===== src/rtl/shk_slave_regbank.sv =====
`default_nettype none
// ============================================================================
// Module   : shk_slave_regbank
// Purpose  : shk bus target. It holds a word-addressed register bank and
//            supports programmable wait states, bad-address error flagging
//            and a count of completed transfers.
// Revision : 1.0 - initial release
// ============================================================================
module shk_slave_regbank #(
    parameter int unsigned DEPTH       = 16,
    parameter int unsigned WAIT_CYCLES = 2,
    parameter logic [31:0] RD_ERR_DATA = 32'hDEAD_BEEF
) (
    input  logic        i_sys_clk,
    input  logic        i_sys_rst,
    input  logic        i_shk_valid,
    input  logic        i_shk_msync,
    input  logic [31:0] i_shk_maddr,
    input  logic [31:0] i_shk_mdata,
    output logic        o_shk_ready,
    output logic        o_shk_ssync,
    output logic [31:0] o_shk_sdata,
    output logic [31:0] o_shk_saddr,
    output logic        o_err,
    output logic [15:0] o_trans_cnt
);

    localparam int unsigned c_IDX_W     = $clog2(DEPTH);
    localparam logic [29:0] c_DEPTH     = 30'(DEPTH);
    localparam logic [3:0]  c_WAIT_LOAD = (WAIT_CYCLES > 0) ? 4'(WAIT_CYCLES - 1) : 4'd0;

    typedef enum logic [1:0] {
        S_IDLE = 2'd0,
        S_WAIT = 2'd1,
        S_RESP = 2'd2
    } state_t;

    state_t               r_state;
    state_t               w_next_state;
    logic                 r_wr;
    logic [31:0]          r_addr;
    logic [31:0]          r_data;
    logic [3:0]           r_wait_cnt;
    logic [31:0]          r_regs [DEPTH];
    logic                 r_ready;
    logic                 r_ssync;
    logic [31:0]          r_sdata;
    logic [31:0]          r_saddr;
    logic                 r_err;
    logic [15:0]          r_trans_cnt;
    logic                 w_addr_ok;
    logic [c_IDX_W-1:0]   w_idx;

    assign w_addr_ok = (r_addr[1:0] == 2'b00) && (r_addr[31:2] < c_DEPTH);
    assign w_idx     = r_addr[c_IDX_W+1:2];

    always_ff @(posedge i_sys_clk) begin
        if (i_sys_rst) begin
            r_state <= S_IDLE;
        end else begin
            r_state <= w_next_state;
        end
    end

    always_comb begin
        w_next_state = r_state;
        case (r_state)
            S_IDLE: begin
                if (i_shk_valid) begin
                    w_next_state = (WAIT_CYCLES == 0) ? S_RESP : S_WAIT;
                end
            end
            S_WAIT: begin
                if (r_wait_cnt == 4'd0) begin
                    w_next_state = S_RESP;
                end
            end
            S_RESP:  w_next_state = S_IDLE;
            default: w_next_state = S_IDLE;
        endcase
    end

    // Request fields are latched once in IDLE so the master may change them freely afterwards
    always_ff @(posedge i_sys_clk) begin
        if (i_sys_rst) begin
            r_wr       <= 1'b0;
            r_addr     <= 32'd0;
            r_data     <= 32'd0;
            r_wait_cnt <= 4'd0;
        end else if ((r_state == S_IDLE) && i_shk_valid) begin
            r_wr       <= i_shk_msync;
            r_addr     <= i_shk_maddr;
            r_data     <= i_shk_mdata;
            r_wait_cnt <= c_WAIT_LOAD;
        end else if ((r_state == S_WAIT) && (r_wait_cnt != 4'd0)) begin
            r_wait_cnt <= r_wait_cnt - 4'd1;
        end
    end

    always_ff @(posedge i_sys_clk) begin
        if (i_sys_rst) begin
            for (int i = 0; i < DEPTH; i++) begin
                r_regs[i] <= 32'd0;
            end
            r_ready     <= 1'b0;
            r_ssync     <= 1'b0;
            r_sdata     <= 32'd0;
            r_saddr     <= 32'd0;
            r_err       <= 1'b0;
            r_trans_cnt <= 16'd0;
        end else begin
            r_ready <= 1'b0;
            r_ssync <= 1'b0;
            r_sdata <= 32'd0;
            r_saddr <= 32'd0;
            r_err   <= 1'b0;
            if (r_state == S_RESP) begin
                r_ready     <= 1'b1;
                r_saddr     <= r_addr;
                r_err       <= !w_addr_ok;
                r_trans_cnt <= r_trans_cnt + 16'd1;
                if (r_wr) begin
                    if (w_addr_ok) begin
                        r_regs[w_idx] <= r_data;
                    end
                end else begin
                    r_ssync <= 1'b1;
                    r_sdata <= w_addr_ok ? r_regs[w_idx] : RD_ERR_DATA;
                end
            end
        end
    end

    assign o_shk_ready = r_ready;
    assign o_shk_ssync = r_ssync;
    assign o_shk_sdata = r_sdata;
    assign o_shk_saddr = r_saddr;
    assign o_err       = r_err;
    assign o_trans_cnt = r_trans_cnt;

endmodule
`default_nettype wire


===== config.mk =====
export PLATFORM = sky130hd
export DESIGN_NAME = shk_slave_regbank
export DESIGN_NICKNAME = d
export VERILOG_FILES = /design/src/rtl/shk_slave_regbank.sv
export SDC_FILE = /design/constraint.sdc
export NUM_CORES = 1
export LEC_CHECK = 0
export CAP_MARGIN = 20
export CORE_AREA = 2 2 277 347
export CTS_CLUSTER_SIZE = 8
export DETAILED_ROUTE_END_ITERATION = 12
export DIE_AREA = 0 0 279 349
export DONT_BUFFER_PORTS = 1
export PLACE_DENSITY = 0.43
export SETUP_SLACK_MARGIN = 0.5
export SLEW_MARGIN = 20
export SYNTH_ARGS = -nofsm -noshare
export SYNTH_HDL_FRONTEND = slang
export SYNTH_SLANG_ARGS = --single-unit

===== constraint.sdc =====
create_clock -name i_sys_clk -period 4.6 [get_ports i_sys_clk]
set_clock_uncertainty 0.1 [all_clocks]
set_input_delay 1.15 -clock i_sys_clk [delete_from_list [all_inputs] [get_ports i_sys_clk]]
set_output_delay 1.15 -clock i_sys_clk [all_outputs]
set_load 0.02 [all_outputs]

=== After elaboration in Yosys (flattened, before gate mapping) ===
Memories as Yosys holds them, arrays and structs flattened. A register that Yosys moved wholly into a read port is not among the register bits.
Cells that the tools add are included.

* Magnitude comparators: 1
* Multiply operators: 0
* Bitwise logic cells: 2
* Mux-type cells: 20
* Divide/modulo/power cells: 0
* Shift operators: 0
* $add $sub $neg: 2
* Reductions and logical operators: 15
* Eq/ne operators: 4

{| class="wikitable"
|+ Operators with widths
! operator !! count
|-
| 32-bit two-way mux || 2
|-
| 32-bit OR reduction || 1
|-
| 30-bit by 5-bit less-than comparator with 1-bit output, second input constant || 1
|-
| 16-bit by 1-bit adder with 16-bit output, second input constant || 1
|-
| 1-bit two-way mux || 12
|-
| 4-bit two-way mux || 3
|-
| 2-bit logical NOT || 2
|-
| 4-bit logical NOT || 1
|-
| 2-bit two-way mux || 2
|-
| 2-bit inequality test, second input constant || 2
|-
| 2-bit one-hot mux with 2 select lines || 1
|-
| 4-bit nonzero test || 1
|-
| 2-bit OR reduction || 2
|-
| 4-bit OR reduction || 1
|-
| 4-bit by 1-bit subtractor with 4-bit output, second input constant || 1
|-
| 1-bit logical AND || 3
|-
| 3-bit OR reduction || 1
|-
| 2-bit by 1-bit == test with 1-bit output, second input constant || 1
|-
| 2-bit == test, second input constant || 1
|-
| 1-bit NOT || 2
|-
| 2-bit AND reduction || 1
|-
| 2-bit nonzero test || 1
|-
| 1-bit logical NOT || 1
|}

* Bits in writable memories: 512
* Input port bits: 68
* Register bits: 154
* Memories: 1
* Output and inout port bits: 83
* ROM bits: 0
* Bits in latches: 0

{| class="wikitable"
|+ Memory list
! name !! words !! bits a word !! rd ports !! clocked after memory_dff !! wr ports !! RTL line !! text
|-
| r_regs || 16 || 32 || 1 || 1 || 16 || 44 || <nowiki>logic [31:0] r_regs [DEPTH];</nowiki>
|}

=== Depth between registers and ports, before layout ===
* Depth after elaboration: 9
* Depth in mapped cells: 8
* Mapped depth without buffers: 6

=== Least setup slack after synthesis ===
OpenSTA, ideal clock, no wires.

* Kind: input to register
* From: in i_sys_rst
* To: mem r_regs[8][0] (enable)
* Stages: 5
* Data required time: 4.112 ns
* Arrival: 2.936 ns
* Path slack: 1.177 ns
* Library setup time: 0.388 ns
* Cell sequence: or3b_1 > buf_6 > nor3b_4 > nor2b_1 > a21o_1

{| class="wikitable"
|+ RTL lines
! what !! RTL line !! text
|-
| start: declaration || 15 || <nowiki>input logic i_sys_rst,</nowiki>
|-
| end: declaration || 44 ||
|}

==> key figures <==
Status
  – Outcome: finished, final reports clean

Routing
  – Post-Route WL: 85800 um
  – Via density: 4.97
  – # DRC: 0
  – 1st-pass router iterations: 7
  – Total vias in the final route: 16800
  – Antenna-violating nets left: 0
  – Routed wire per std cell: 25.4 um
  – Iter 0 DRT Violations: 1304

Setup path
  – WP depth: 6
  – R2R Setup Slk: 1.36 ns
  – Max incr delay on CP: 0.66 ns
  – Register-to-Register Path Depth: 6
  – Crit path from: r_addr[15]$_SDFFE_PP0P_
  – RR Startpoint: r_addr[15]$_SDFFE_PP0P_
  – End point of the critical path: r_regs[15][19]$_SDFFCE_PN0P_
  – Critical path buffer and inverter count: 2
  – CP max FO: 12
  – Slowest CP cell: a31o_2
  – Worst Setup End Kind: register
  – Delay-heaviest family, CP: simple AND/OR/NAND/NOR gates
  – Crit-path most repeated cell: and3_1
  – CP arrival: 3.48 ns
  – CP Launch Type: register
  – R2R Path End: r_regs[15][19]$_SDFFCE_PN0P_
  – WP data required: 4.84 ns
  – CP Class: reg2reg
  – Worst path cell trace: nor4_1, and3_1, buf_4, and3_1, a31o_2, buf_12

Power and ir drop
  – PwrDens: 446 nW/um^2
  – P_leak: 10.2 nW
  – Tot Pwr: 14.3 mW
  – Max VDD drop: 0.277 mV

Finish
  – Fillcell total: 9129
  – FF+latch area: 18600 sq um
  – Area occupied by multi-input gates: 8440 sq um
  – Layout Cells excl Fill: 3378
  – Finished Core Util: 0.339
  – Share of layout cells above drive strength 1: 0.176
  – ANT cells: 0
  – Syn-to-layout area delta: 14.2%
  – Final #Nets: 2158

Clocking
  – CTS H-Tree Depth: 3
  – Clock Latency Late Sink: 0.66 ns
  – Postcts setup bufs: 0
  – CTS Buf Count: 94
  – # resized after CTS: 0
  – CTS Sinks: 670
  – CTS tree: yes
  – Clock buffer depth: 3
  – Post-CTS Hold Buffers: 0
  – Root Driver: clkbuf_16
  – Worst-path clk slew: 0.05 ns

Logic synthesis
  – Synth top cells by count: edfxtp_1, nor2_1, nand2_1
  – FFs w/ async S/R, synth: 0
  – Syn_area_per_cell: 13.2 sq um
  – Synthesized area: 28000 sq um
  – Synth top area cells: edfxtp_1, dfxtp_1, mux4_2
  – Syn nets: 2187
  – #FFs+latches synth: 670
  – Area leader, netlist: edfxtp_1
  – Sequential area share after synthesis: 0.663
  – Cell variety after synth: 52
  – Synth warnings: 0
  – Cells after Synth: 2117
  – Ys flop type: edfxtp_1
  – EDFF count, synth: 512
  – Most numerous cell in the Yosys netlist: edfxtp_1
  – Top-area cell type share of the netlist area: 0.550

Global route
  – Total grt overflow: 0
  – GR Util All Layers: 0.177
  – Initial antenna violation count: 4
  – Vias in the first global route: 17900
  – First-pass GRT wire length: 125000 um
  – Largest net degree at the start of global routing: 105

Floorplanning
  – Die X: 279 um
  – Core Region: 94100 sq um
  – DIE AREA: 97400 sq um
  – Die H: 349 um
  – Number of placement rows: 126
  – Initial Util: 0.297
  – I/O Pins: 151

STA
  – Fin Setup TNS: 0 ns
  – Slew Viols, Final: 0
  – Worst-Margin Slew: 0.994 ns
  – Part of the cycle the worst path needs: 0.704
  – Final setup viols: 0
  – Endpoints failing hold: 0
  – Period minus WS final: 3.24 ns
  – Relative slew slack: 0.337
  – Fmax: 309 MHz
  – Setup ws final: 1.36 ns
  – RSZ-0062 raised after global routing: no

Hold path
  – Hold crit path type: reg2reg
  – Min-delay src: r_addr[29]$_SDFFE_PP0P_

Place
  – Placer Congestion: 0.745
  – Place WS: 0.837 ns
  – DP Cell Count: 3208
  – HPWL Detailed: 49400 um
  – Port Buffers: 0

Run
  – Max_cap viols: 0
-- sequential cells by signal (all words and copies together), names as in the netlist, 2 cells and up, named ones only --
name,flops
o_shk_saddr,32
o_shk_sdata,32
r_regs,512
o_trans_cnt,16
r_state,2
r_addr,32
r_wait_cnt,4
r_data,32
-- cells by family (layout without fill, tap and decap cells) --
logic type | Yosys count | in the layout | share of synthesized area
and+or+nand+nor | 865 | 865 | 0.144
DFF | 670 | 670 | 0.663
muxes | 202 | 202 | 0.108
AOI/OAI and AO/OA | 185 | 185 | 0.0426
buffers and inverters | 181 | 226 | 0.0375
xor gates and xnor gates | 12 | 12 | 0.00376
adders and majority gates | 2 | 2 | 0.000895
-- area by class of cell --
cell class | instances | share of cell area
Timing Repair Buffer | 52 | 0.0220
Sequential cell | 670 | 0.581
Clock inverter | 6 | 0.00172
Inverter | 4 | 0.000509
Tap cell | 1216 | 0.0476
Clock buffer | 164 | 0.0832
Multi-Input combinational cell | 1266 | 0.264
-- report_power, final --
part	switching (mW)	total, mW	internal [mW]
Clock	2.64	6.51	3.87
Sequential	0.140	6.85	6.71
Combinational	0.588	0.901	0.313
-- metal layers --
metal | GRT usage | vias to the layer above | share of wire
met1 | 0.217 | 8632 | 0.41
li1 | - | 7523 | -
met5 | 0 | - | 0.00054
met3 | 0.0324 | 139 | 0.053
met2 | 0.313 | 470 | 0.51
met4 | 0.0596 | 8 | 0.025
-- worst reg2reg max path: stages, from the launching register on --
cell and delay [ns]:
dfxtp_1 0.32, nor4_1 0.33, and3_1 0.48, buf_4 0.34
and3_1 0.45, a31o_2 0.66, buf_12 0.25
-- through the flow --
step,area [sq um],hold WS (ns)
after detailed placement,29200,0.355
after global routing,31900,0.377
after floorplan,28000,0.344
after global placement,29200,0.349
after CTS,31900,0.362
final,31900,0.365
-- cell usage in the layout (no fill, tap or decap), types with 4 or more instances in the layout --
| cell type | n |
|---|---|
| o22ai_1 | 15 |
| a31o_2 | 8 |
| nor4_1 | 8 |
| and2_1 | 36 |
| mux2i_1 | 122 |
| nand3_1 | 32 |
| buf_4 | 27 |
| and3_1 | 5 |
| nand2_1 | 169 |
| clkbuf_16 | 96 |
| a21oi_1 | 73 |
| o211ai_1 | 24 |
| nor2_2 | 106 |
| buf_12 | 25 |
| edfxtp_1 | 512 |
| nor2b_1 | 5 |
| nand2b_1 | 34 |
| clkbuf_1 | 68 |
| nand4_1 | 4 |
| dfxtp_1 | 154 |
| mux4_2 | 80 |
| nor2_1 | 422 |
| a22oi_1 | 48 |
| nor3_1 | 11 |
| a21o_2 | 8 |
| nand4_4 | 8 |
| xnor2_1 | 5 |
| xor2_1 | 7 |
-- worst min path at each step --
stage          slack [ns]                 endpoint  cells past startpoint
2_1_floorplan        0.34  r_addr[20]$_SDFFE_PP0P_                      2
3_3_place_gp         0.35  r_addr[23]$_SDFFE_PP0P_                      2
3_5_place_dp         0.35   r_data[1]$_SDFFE_PP0P_                      2
4_1_cts              0.36   r_data[1]$_SDFFE_PP0P_                      2
5_1_grt              0.38   r_data[5]$_SDFFE_PP0P_                      2
6_report             0.36  r_addr[29]$_SDFFE_PP0P_                      2
(Power assumes the default switching activity.)
